--- config.mk ---
export PLATFORM = sky130hd
export DESIGN_NAME = rtc_time_reader
export DESIGN_NICKNAME = d
export VERILOG_FILES = /design/src/rtl/rtc_time_reader.sv
export SDC_FILE = /design/constraint.sdc
export NUM_CORES = 1
export LEC_CHECK = 0
export ABC_AREA = 1
export CORE_ASPECT_RATIO = 0.75
export CORE_MARGIN = 5
export CORE_UTILIZATION = 55
export CTS_CLUSTER_DIAMETER = 60
export DETAILED_ROUTE_END_ITERATION = 7
export DONT_BUFFER_PORTS = 1
export GPL_ROUTABILITY_DRIVEN = 0
export PLACE_DENSITY = 0.7
export SLEW_MARGIN = 10
export SYNTH_ARGS = -nofsm -noshare
export SYNTH_HDL_FRONTEND = slang
export SYNTH_SLANG_ARGS = --single-unit
--- constraint.sdc ---
create_clock -name clk -period 2.95 [get_ports clk]
set_input_delay 0.4425 -clock clk [delete_from_list [all_inputs] [get_ports clk]]
set_output_delay 0.4425 -clock clk [all_outputs]
set_load 0.02 [all_outputs]
--- src/rtl/rtc_time_reader.sv ---
// Polls seconds/minutes/hours from an external RTC over a multiplexed AD bus and
// publishes them as one atomic, range-checked BCD snapshot.
module rtc_time_reader #(
   parameter int         PHASE_CYC = 4,
   parameter int         POLL_CYC  = 1000000,
   parameter logic [7:0] ADDR_SEG  = 8'h21,
   parameter logic [7:0] ADDR_MIN  = 8'h22,
   parameter logic [7:0] ADDR_HOR  = 8'h23
) (
   input  logic       clk,
   input  logic       reset,
   input  logic       start,
   input  logic [7:0] ad_in,
   output logic [7:0] ad_out,
   output logic       ad_oe,
   output logic       cs_n,
   output logic       rd_n,
   output logic       wr_n,
   output logic       ale,
   output logic [7:0] seg_rtc,
   output logic [7:0] min_rtc,
   output logic [7:0] hora_rtc,
   output logic       valid,
   output logic       err,
   output logic       busy
);

   localparam int PW = $clog2(PHASE_CYC + 1);
   localparam int CW = $clog2(POLL_CYC + 1);

   typedef enum logic [2:0] {
      S_IDLE,
      S_ADDR,
      S_GAP,
      S_DATA,
      S_RECOV,
      S_CHECK
   } state_t;

   state_t          state_reg, state_next;
   logic [PW-1:0]   phase_reg, phase_next;
   logic [CW-1:0]   poll_reg, poll_next;
   logic [1:0]      idx_reg, idx_next;
   logic [7:0]      shadow_reg [3];
   logic            phase_last;
   logic            capture;
   logic            check_pass;

   function automatic logic [7:0] addr_of(input logic [1:0] i);
      case (i)
         2'd0:    return ADDR_SEG;
         2'd1:    return ADDR_MIN;
         default: return ADDR_HOR;
      endcase
   endfunction

   function automatic logic sexa_ok(input logic [7:0] v);
      return (v[7:4] <= 4'd5) && (v[3:0] <= 4'd9);
   endfunction

   function automatic logic hour_ok(input logic [7:0] v);
      return (v[3:0] <= 4'd9) && (v <= 8'h23);
   endfunction

   assign phase_last = (phase_reg == PW'(PHASE_CYC - 1));
   assign capture    = (state_reg == S_DATA) && phase_last;
   assign check_pass = sexa_ok(shadow_reg[0]) && sexa_ok(shadow_reg[1]) && hour_ok(shadow_reg[2]);

   // Phase counter restarts (0) on every state change, otherwise counts up.
   always_comb begin
      state_next = state_reg;
      phase_next = '0;
      poll_next  = poll_reg;
      idx_next   = idx_reg;
      case (state_reg)
         S_IDLE: begin
            if (poll_reg == '0 || start) begin
               poll_next  = CW'(POLL_CYC - 1);
               idx_next   = 2'd0;
               state_next = S_ADDR;
            end else begin
               poll_next = poll_reg - CW'(1);
            end
         end
         S_ADDR: begin
            if (phase_last) state_next = S_GAP;
            else            phase_next = phase_reg + PW'(1);
         end
         S_GAP: begin
            if (phase_last) state_next = S_DATA;
            else            phase_next = phase_reg + PW'(1);
         end
         S_DATA: begin
            if (phase_last) state_next = S_RECOV;
            else            phase_next = phase_reg + PW'(1);
         end
         S_RECOV: begin
            if (phase_last) begin
               if (idx_reg == 2'd2) begin
                  state_next = S_CHECK;
               end else begin
                  idx_next   = idx_reg + 2'd1;
                  state_next = S_ADDR;
               end
            end else begin
               phase_next = phase_reg + PW'(1);
            end
         end
         S_CHECK: state_next = S_IDLE;
         default: state_next = S_IDLE;
      endcase
   end

   always_ff @(posedge clk or posedge reset) begin
      if (reset) begin
         state_reg <= S_IDLE;
         phase_reg <= '0;
         poll_reg  <= '0;
         idx_reg   <= 2'd0;
      end else begin
         state_reg <= state_next;
         phase_reg <= phase_next;
         poll_reg  <= poll_next;
         idx_reg   <= idx_next;
      end
   end

   always_ff @(posedge clk or posedge reset) begin
      if (reset) begin
         shadow_reg[0] <= '0;
         shadow_reg[1] <= '0;
         shadow_reg[2] <= '0;
      end else if (capture) begin
         case (idx_reg)
            2'd0:    shadow_reg[0] <= ad_in;
            2'd1:    shadow_reg[1] <= ad_in;
            default: shadow_reg[2] <= ad_in;
         endcase
      end
   end

   // Outputs are decoded from the next state so that they line up with state_reg.
   always_ff @(posedge clk or posedge reset) begin
      if (reset) begin
         ad_out   <= '0;
         ad_oe    <= 1'b0;
         cs_n     <= 1'b1;
         rd_n     <= 1'b1;
         wr_n     <= 1'b1;
         ale      <= 1'b0;
         seg_rtc  <= '0;
         min_rtc  <= '0;
         hora_rtc <= '0;
         valid    <= 1'b0;
         err      <= 1'b0;
         busy     <= 1'b0;
      end else begin
         ad_out <= (state_next == S_ADDR) ? addr_of(idx_next) : 8'h00;
         ad_oe  <= (state_next == S_ADDR);
         ale    <= (state_next == S_ADDR);
         wr_n   <= !(state_next == S_ADDR);
         rd_n   <= !(state_next == S_DATA);
         cs_n   <= !((state_next == S_ADDR) || (state_next == S_DATA));
         busy   <= (state_next != S_IDLE);
         valid  <= (state_next == S_CHECK) && check_pass;
         err    <= (state_next == S_CHECK) && !check_pass;
         if ((state_next == S_CHECK) && check_pass) begin
            seg_rtc  <= shadow_reg[0];
            min_rtc  <= shadow_reg[1];
            hora_rtc <= shadow_reg[2];
         end
      end
   end

endmodule

# Word level (Yosys, flattened, before mapping)
# Index checks and enable logic that the tools add are counted.
[totals] rom_bits=0 latch_bits=0 in_bits=11 register_bits=91 n_memories=0 word_cells=79 mem_bits_rw=0 out_inout_bits=40
[classes] order_cmp=6 n_addsub=3 n_reduce_logical=24 mul=0 n_shift=0 eq_ne=11 n_div=0 n_mux=16 bitwise_logic=1
[op_table] operator="3-bit 2-to-1 mux" count=8
[op_table] operator="20-bit logical NOT" count=1
[op_table] operator="20-bit 2-to-1 mux" count=1
[op_table] operator="20-bit by 1-bit subtractor with 20-bit output, second input constant" count=1
[op_table] operator="3-bit one-hot mux with 5 select lines" count=1
[op_table] operator="3-bit by 2-bit == test with 1-bit output, second input constant" count=4
[op_table] operator="4-bit less-or-equal comparator, second input constant" count=3
[op_table] operator="4-bit by 3-bit less-or-equal comparator with 1-bit output, second input constant" count=2
[op_table] operator="8-bit by 6-bit less-or-equal comparator with 1-bit output, second input constant" count=1
[op_table] operator="1-bit logical AND" count=8
[op_table] operator="8-bit 2-to-1 mux" count=1
[op_table] operator="2-bit one-hot mux with 2 select lines" count=2
[op_table] operator="3-bit by 1-bit == test with 1-bit output, second input constant" count=2
[op_table] operator="3-bit == test, second input constant" count=2
[op_table] operator="2-bit 2-to-1 mux" count=3
[op_table] operator="2-bit AND reduction" count=3
[op_table] operator="2-bit by 1-bit == test with 1-bit output, second input constant" count=2
[op_table] operator="1-bit logical NOT" count=4
[op_table] operator="2-bit logical NOT" count=2
[op_table] operator="4-bit OR reduction" count=1
[op_table] operator="3-bit by 1-bit adder with 3-bit output, second input constant" count=1
[op_table] operator="3-bit logical NOT" count=1
[op_table] operator="3-bit nonzero test" count=1
[op_table] operator="2-bit by 1-bit adder with 2-bit output, second input constant" count=1
[op_table] operator="4 further kinds" count=5

# Depth between registers and ports, before layout
# Gate-level depths: netlist of the first run.
[depth] ltp_word=7 ltp_mapped=13 ltp_nobuf=12

# Least setup slack after synthesis of the first run
# No wires, ideal clock.
[synth_path] kind="register -> register" start="register poll_reg[0]" end="register hora_rtc[4]" setup_ns=0.116 slack_ns=1.245 required_ns=2.834 t_arrival_ns=1.588 stages_incl_launch_ff=14 path_buffers=2 synth_period_minus_slack_ns=1.705 cell_sequence="dfrtp_1 inv_1 ha_1 nand2_1 nor2_2 nand3_2 nand2_2 nand2_2 nand2_4 nand3_4 buf_6 buf_6 nand2_2 nand2_1"
[synth_via] elab_chain_len=6
[synth_rtl] item="from (decl)" line_no="42" rtl="logic [CW-1:0] poll_reg, poll_next;"
[synth_rtl] item="from (signal assigned)" line_no="123" rtl="poll_reg <= poll_next;"
[synth_rtl] item="20-bit logical NOT" line_no="77" rtl="if (poll_reg == '0 || start) begin"
[synth_rtl] item="1-bit logical OR" line_no="77"
[synth_rtl] item="3-bit 2-to-1 mux" line_no="77"
[synth_rtl] item="3-bit one-hot mux with 5 select lines" line_no="75" rtl="case (state_reg)"
[synth_rtl] item="net state_next[0]" line_no="40" rtl="state_t state_reg, state_next;"
[synth_rtl] item="3-bit == test" line_no="167" rtl="if ((state_next == S_CHECK) && check_pass) begin"
[synth_rtl] item="1-bit logical AND" line_no="167"
[synth_rtl] item="to (signal assigned)" line_no="170" rtl="hora_rtc <= shadow_reg[2];"
[synth_rtl] item="to (decl)" line_no="22" rtl="output logic [7:0] hora_rtc,"
# The timed path passes the listed nets, and every way through them passes these cells.
# A chain may end at the register's enable or synchronous reset.

# Final worst setup path of the first run
[layout_path] start="register state_reg[1]" end="register poll_reg[19]"
[layout_via] elab_chain_len=1
[layout_rtl] item="from (decl)" line_no="40"
[layout_rtl] item="from (signal assigned)" line_no="121" rtl="state_reg <= state_next;"
[layout_rtl] item="3-bit logical NOT" line_no="75"
# No other way between the ends.

==> reports/qor.txt, run 1 <==
max_slew headroom -> 0.6394
number of enable flip-flop cells after synthesis -> 0
pre-CTS setup slack -> 0.8872 ns
Startpoint Class -> register
Internal Power -> 0.001528 W
Compound-Gate Fraction of Synth Area -> 0.06599
simple-gate share of the synthesized area -> 0.2360
via count -> 2545
Distinct cells, synth -> 34
crit-path max FO -> 4
share of layout cells above drive strength 1 -> 0.1048
Arrival @ worst endpoint -> 2.32 ns
# hold bufs at CTS -> 0
fillers -> 566
crit end category -> register
wire length per cell -> 13.99 µm
main flop type after synthesis -> dfrtp_1
post-synthesis register bit count -> 85
setup bufs post-CTS -> 0
H-tree levels -> 3
final cycle utilization of the critical path -> 0.7089
Total Die Area -> 8518 µm²
IO Pins -> 51
Core ar. -> 6701 µm²
Final ANT Viol Nets -> 0
global-route wire length before repair -> 12220 µm
Sequential Power Share -> 0.595
Post-Synthesis Cells -> 413
clock-pin slew on the worst setup and hold paths -> 0.09 ns
# DRC -> 0
most common cell after layout, fill and taps aside -> nand2_1
Switching Power -> 0.0004782 W
Peak VDD IR -> 0.3756 mV
GRT overflow -> 0
Power Density -> 509.7 nW/µm²
sequential area share after synthesis -> 0.5734
num rows -> 26
Post-Synth Adder-Cell Area -> 0.02020
Die Wd -> 104.9 µm
Clk pwr share -> 0.376
clk buf depth -> 2
DRT Pass-1 Iters -> 4
CTS root buffer -> clkbuf_8
Reg2Reg Launch Point -> state_reg[1]
post-CTS sizing -> 0
Num CTS Buffers -> 9
XOR/XNOR Fraction of Synth Area -> 0.02357
highest achievable clock rate -> 0.4782 GHz
port bufs -> 0
routed wire length -> 7051 µm
initial antenna violation count -> 0
register area -> 2131 µm²
worst slew pin tran -> 0.5413 ns
synth warn -> 0
die height -> 81.19 µm
CTS tree -> done
required time worst endpoint -> 3.17 ns
largest family of logic cells by synthesized area -> simple AND/OR/NAND/NOR gates
outcome -> completed
syn avg cell area -> 8.998 µm²
endpoints failing setup -> 0
Max Transition Viols Final -> 0
Final Critical Period -> 2.091 ns
final hold violations -> 0
Worst Hold Class -> in -> async
area grow syn2layout -> 5.892%
Multi-input gate area -> 1304 µm²
Cell Area, Synth -> 3716 µm²
setup_tns -> 0 ns
clk_lat worst skew -> 0.35 ns
worst clock skew -> 0.009885 ns
mux cell area share after synthesis -> 0
commonest cells after routing, fill and taps aside -> nand2_1 (111), dfrtp_1 (82), inv_1 (46)
max FFs per register -> 24
kind of critical path -> reg -> reg
Pwr Total -> 0.002006 W
RSZ-0062 raised after global routing -> no
# clock sinks -> 85
Via density -> 5.050
Final nets -> 432
GRT Util Overall -> 0.1825
hpwl dp -> 4944 µm
first-iteration detailed-routing DRC count -> 135
vias in the first global route -> 2506
Final Worst Setup Slack -> 0.8589 ns
antenna cells -> 0
Critical Path Source -> state_reg[1]
Starting Density -> 0.5545
Comb pwr share -> 0.029
MaxCap Viol Count -> 0
largest net degree at the start of global routing -> 86
Leak Pwr -> 1.979 nW
fraction of registers with async set/reset -> 1.000
sw frac -> 0.2384
[power by group through the flow]
stage               registers, W  logic (W)  clock network (W)
floorplan                0.00121  0.0000486                  0
global placement         0.00122  0.0000581                  0
detailed placement       0.00122  0.0000600                  0
CTS                      0.00119  0.0000600           0.000782
global route             0.00120  0.0000680           0.000838
finish                   0.00119  0.0000578           0.000755
[final timing paths]
kind,to,slack [ns],depth (start not counted)
setup / recovery,poll_reg[19],0.86,10
hold / removal,seg_rtc[2],0.04,2
setup reg to reg,poll_reg[19],0.86,10
hold reg to reg,phase_reg[0],0.45,1
max in group asynchronous,cs_n,2.52,2
min in group clk,shadow_reg[23],0.28,2
[logic make-up (layout without fill, tap and decap cells)]
logic type               Yosys count  in the layout
other                              1              5
AND/OR/NAND/NOR                  200            200
XOR/XNOR                          10             10
AO/OA/AOI/OAI                     47             47
flip-flops                        85             85
buffers and inverters             64             67
adder cells (fa/ha/maj)            6              6
[cell usage after synthesis (2+ instances only)]
master / number / share of area
nor2_1: 39 / 0.039
nor3_1: 5 / 0.0067
nand2_2: 12 / 0.020
buf_6: 4 / 0.012
buf_4: 7 / 0.014
dfrtp_1: 82 / 0.55
ha_1: 6 / 0.020
a21oi_1: 3 / 0.0040
xor2_1: 9 / 0.021
nor2_2: 4 / 0.0067
nand3_1: 17 / 0.023
nand2_1: 111 / 0.11
inv_1: 47 / 0.047
o21ai_0: 38 / 0.051
clkbuf_1: 4 / 0.0040
nand4_1: 2 / 0.0034
inv_2: 2 / 0.0020
or2_1: 2 / 0.0034
dfstp_2: 3 / 0.021
nand3b_1: 2 / 0.0040
[final cells by class]
cell class                 count  share of cell area
multi-input combinational    268              0.3313
sequential                    85              0.5415
clock buffer                  10             0.03498
clock inverter                 6             0.01145
timing repair buffer           2            0.006995
tap                           84             0.02671
inverter                      49             0.04706
[critical path: stages, from the launching register on]
cell	delay [ns]
dfrtp_1	0.41
nor2_2	0.17
nand2_1	0.15
nor2_1	0.32
nand2_1	0.18
nor2_1	0.23
nand4_1	0.20
inv_1	0.15
nand2_1	0.06
nand2_1	0.05
nand3_1	0.06
[metrics by stage]
stage / cell area, µm² / hold WS (ns) / std cells / utilization
final: 3935 / 0.04252 / 504 / 0.5872
after global routing: 3935 / 0.06482 / 504 / 0.5872
after CTS: 3935 / 0.06369 / 504 / 0.5872
after detailed placement: 3752 / 0.4446 / 488 / 0.5599
after global placement: 3752 / 0.4360 / 488 / 0.5599
after floorplan: 3731 / 0.4170 / 417 / -
[routing by layer]
layer,track usage,share of wire
met3,0.07307,0.074
met5,0,0
met2,0.2450,0.41
met1,0.2679,0.50
met4,0.06003,0.013
Note: power is estimated with default switching activity, not from simulation.
==> run 2, diff against run 1 <==
Clock period 2.95 ns to 2.16 ns, I/O delays scaled along.
==> reports/qor.txt, run 2 (synthesis gave the netlist of run 1 again) <==
Arrival @ worst endpoint -> 2.15 ns
Max Transition Viols Final -> 0
area grow syn2layout -> 7.677%
most common cell after layout, fill and taps aside -> nand2_1
Num CTS Buffers -> 9
first-iteration detailed-routing DRC count -> 114
# clock sinks -> 85
Core ar. -> 6701 µm²
die height -> 81.19 µm
worst clock skew -> 0.009025 ns
hpwl dp -> 5080 µm
IO Pins -> 51
clock-pin slew on the worst setup and hold paths -> 0.08 ns
RSZ-0062 raised after global routing -> no
antenna cells -> 0
Total Die Area -> 8518 µm²
vias in the first global route -> 2442
DRT Pass-1 Iters -> 4
Starting Density -> 0.5545
Startpoint Class -> register
Via density -> 4.988
CTS root buffer -> clkbuf_8
setup bufs post-CTS -> 0
H-tree levels -> 3
# hold bufs at CTS -> 1
Final Worst Setup Slack -> 0.2420 ns
setup_tns -> 0 ns
largest net degree at the start of global routing -> 33
max_slew headroom -> 0.5796
Final Util -> 0.5971
num rows -> 26
register area -> 2131 µm²
outcome -> completed
final hold violations -> 0
required time worst endpoint -> 2.39 ns
post-CTS sizing -> 0
clk buf depth -> 2
share of layout cells above drive strength 1 -> 0.1064
MaxCap Viol Count -> 0
non-filler cells, final -> 507
clk_lat worst skew -> 0.35 ns
worst slew pin tran -> 0.6293 ns
final cycle utilization of the critical path -> 0.8880
Multi-input gate area -> 1304 µm²
Hold WS -> 0.1718 ns
Final Critical Period -> 1.918 ns
wire length per cell -> 13.95 µm
fillers -> 588
CTS tree -> done
initial antenna violation count -> 0
GRT Util Overall -> 0.1821
highest achievable clock rate -> 0.5214 GHz
kind of critical path -> reg -> reg
port bufs -> 0
Final nets -> 436
crit-path max FO -> 28
GRT overflow -> 0
Leak Pwr -> 2.014 nW
via count -> 2529
Die Wd -> 104.9 µm
routed wire length -> 7073 µm
# DRC -> 0
global-route wire length before repair -> 12060 µm
max FFs per register -> 24
Peak VDD IR -> 0.4703 mV
crit end category -> register
pre-CTS setup slack -> 0.2595 ns
Worst Hold Class -> in -> reg
Power Density -> 733.2 nW/µm²
commonest cells after routing, fill and taps aside -> nand2_1 (111), dfrtp_1 (82), inv_1 (46)
Inst Count DP -> 491
Final ANT Viol Nets -> 0
endpoints failing setup -> 0
run 2: cell type report:
cell class,count,area share
clock inverter,4,0.01814
sequential,85,0.5325
timing repair buffer,6,0.01501
clock buffer,11,0.03533
multi-input combinational,268,0.3258
inverter,49,0.04690
tap,84,0.02627
run 2: per-stage QoR:
step	cell area [µm²]	total power, W
floorplan	3735	0.001722
global placement	3777	0.001741
detailed placement	3777	0.001744
CTS	4001	0.002961
global route	4001	0.003050
finish	4001	0.002934
run 2: per-layer routing:
layer  GRT usage  vias to the layer above  share of wire
li1            -                     1288              -
met5           0                        -              0
met1      0.2689                     1173           0.53
met3     0.08102                        8          0.072
met4     0.04853                        0         0.0095
met2      0.2418                       60           0.39
run 2: worst max-delay path, cell delays in order (launching register included):
cell     delay (ns)
dfrtp_1        0.39
inv_1          0.09
ha_1           0.17
nand2_1        0.09
nor2_2         0.18
nand3_2        0.12
nand2_2        0.08
nand2_2        0.07
nand2_4        0.11
nand3_4        0.07
buf_4          0.25
nand2_1        0.10
o21ai_0        0.07
run 2: worst paths after layout:
kind	startpoint	to	slack, ns	cells past startpoint
setup / recovery	poll_reg[0]	min_rtc[6]	0.24	12
hold / removal	ad_in[3]	shadow_reg[3]	0.17	2
setup reg to reg	poll_reg[0]	min_rtc[6]	0.24	12
hold reg to reg	phase_reg[0]	phase_reg[0]	0.47	1
max in group asynchronous	reset	shadow_reg[11]	0.90	3
min in group asynchronous	reset	ad_out[5]	0.52	2
run 2: report_power, final:
| group | total (W) | internal [W] | switching (W) |
|---|---|---|---|
| sequential | 0.00163 | 0.00161 | 0.0000162 |
| combinational | 0.0000829 | 0.0000212 | 0.0000617 |
| clock | 0.00122 | 0.000675 | 0.000546 |
==> run 3, diff against run 2 <==
Settings changed: PLACE_DENSITY 0.7 to 0.81.
==> reports/qor.txt, run 3 (synthesis gave the netlist of run 1 again) <==
# DRC -> 0
# clock sinks -> 85
Hold Crit Depth -> 2
FF-to-FF setup slack -> 0.23 ns
crit-path max FO -> 17
Startpoint Class -> register
Via density -> 5.106
clock-pin slew on the worst setup and hold paths -> 0.09 ns
clk buf depth -> 2
worst clock skew -> 0.007487 ns
GRT overflow -> 0
crit path cell chain -> inv_1 -> ha_1 -> nand2_1 -> nor2_2 -> nand3_2 -> nand2_2 -> nand2_2 -> nand2_4 -> nand3_4 -> inv_2 -> nand2_1 -> nand2_1
outcome -> completed
highest achievable clock rate -> 0.5193 GHz
Leak Pwr -> 2.001 nW
CP max stage cell -> dfrtp_1
num rows -> 26
routed wire length -> 6982 µm
RSZ-0062 raised after global routing -> no
Power Density -> 736.6 nW/µm²
CTS root buffer -> clkbuf_8
Arrival @ worst endpoint -> 2.22 ns
Peak VDD IR -> 0.7536 mV
sw frac -> 0.2239
Starting Density -> 0.5545
Hold Path Origin -> ad_in[1]
port bufs -> 0
wire length per cell -> 13.74 µm
largest net degree at the start of global routing -> 33
first-iteration detailed-routing DRC count -> 179
cell area after placement -> 3765 µm²
Worst Hold Class -> in -> reg
area grow syn2layout -> 7.643%
global-route wire length before repair -> 11840 µm
Num CTS Buffers -> 9
initial antenna violation count -> 0
worst slew pin tran -> 0.5364 ns
die height -> 81.19 µm
Critical Path Source -> poll_reg[1]
Hold Path Sink -> shadow_reg[17]
max_slew headroom -> 0.6427
Max Transition Viols Final -> 0
via count -> 2594
Final nets -> 436
critical path's most frequent cell -> nand2_1
share of layout cells above drive strength 1 -> 0.1132
fillers -> 563
DRT Pass-1 Iters -> 4
endpoints failing setup -> 0
Comb pwr share -> 0.027
final hold violations -> 0
crit end category -> register
GRT Util Overall -> 0.1770
R2R Path End -> hora_rtc[4]
Sequential Power Share -> 0.553
H-tree levels -> 3
Clk pwr share -> 0.420
commonest cells after routing, fill and taps aside -> nand2_1 (111), dfrtp_1 (82), inv_1 (46)
final cycle utilization of the critical path -> 0.8915
antenna cells -> 0
Die Wd -> 104.9 µm
Switching Power -> 0.0006598 W
CTS tree -> done
MaxCap Viol Count -> 0
post-route cell area -> 4000 µm²
most common cell after layout, fill and taps aside -> nand2_1
required time worst endpoint -> 2.46 ns
Final ANT Viol Nets -> 0
Reg2Reg Launch Point -> poll_reg[1]
max FFs per register -> 24
Total Die Area -> 8518 µm²
Core ar. -> 6701 µm²
Worst Reg2Reg Path Length in Cells -> 12
IO Pins -> 51
setup bufs post-CTS -> 0
setup_tns -> 0 ns
kind of critical path -> reg -> reg
Internal Power -> 0.002287 W
vias in the first global route -> 2436
Final Critical Period -> 1.926 ns
Largest stage delay, worst path -> 0.36 ns
hpwl dp -> 4997 µm
clk_lat worst skew -> 0.36 ns
==> run 3: changes by cell type in the layout (fill, tap and decap cells not counted) <==
cell	change
clkbuf_8	-1
buf_4	+1
nor2_2	+1
buf_12	-1
clkinvlp_4	+3
nor2_1	-1
inv_6	+1
clkinv_2	-1
clkbuf_1	-1
==> run 3: critical path: cells and delay by family, from the launching register on <==
kind | cells | cell delay [ns]
flops | 1 | 0.36
simple gates | 9 | 0.96
buf+inv | 2 | 0.36
fa+ha+maj | 1 | 0.17
==> run 3: power groups by stage <==
stage | combinational (W) | sequential, W | clock [W]
detailed placement | 0.0000796 | 0.00166 | 0
global route | 0.0000943 | 0.00163 | 0.00133
CTS | 0.0000818 | 0.00163 | 0.00125
global placement | 0.0000764 | 0.00166 | 0
floorplan | 0.0000668 | 0.00166 | 0
finish | 0.0000795 | 0.00163 | 0.00124
==> run 3: worst max-delay path by stage <==
stage | endpoint | cells past startpoint
after floorplan | hora_rtc[4] | 13
after global placement | hora_rtc[1] | 12
after detailed placement | hora_rtc[1] | 12
after CTS | hora_rtc[4] | 12
after global routing | poll_reg[19] | 10
final | hora_rtc[4] | 12
==> run 3: per-layer routing <==
metal	track usage	up-vias	wire, µm
met5	0	-	0
met4	0.04598	0	70
met3	0.07149	8	438
met2	0.2651	48	3223
met1	0.2418	1248	3249
li1	-	1290	-
==> run 3: area by class of cell <==
type | instances | area [µm²] | share of cell area
repair buffers | 6 | 47.55 | 0.01189
clock inverters | 7 | 98.84 | 0.02471
flip-flops and latches | 85 | 2131 | 0.5327
multi-input cells | 268 | 1306 | 0.3266
inverters | 49 | 187.7 | 0.04692
well taps | 84 | 105.1 | 0.02627
clock buffers | 9 | 123.9 | 0.03097
==> run 3: timing repair <==
action                                  in CTS  in global routing
hold endpoints to repair                    18                  0
endpoints found under the setup margin       0                  3
resized for setup                            0                  1
hold buffers                                 1                  0
==> run 3: stage by stage <==
stage,hold WS [ns],std cells,power (W),util,setup slack (ns)
3_5_place_dp,0.2361,491,0.001740,0.5618,0.2548
5_1_grt,0.1340,508,0.003058,0.5969,0.02504
6_report,0.1422,508,0.002947,0.5969,0.2344
2_1_floorplan,0.4170,417,0.001722,-,0.4554
4_1_cts,0.1318,508,0.002966,0.5965,0.2346
3_3_place_gp,0.2308,491,0.001736,0.5618,0.3288
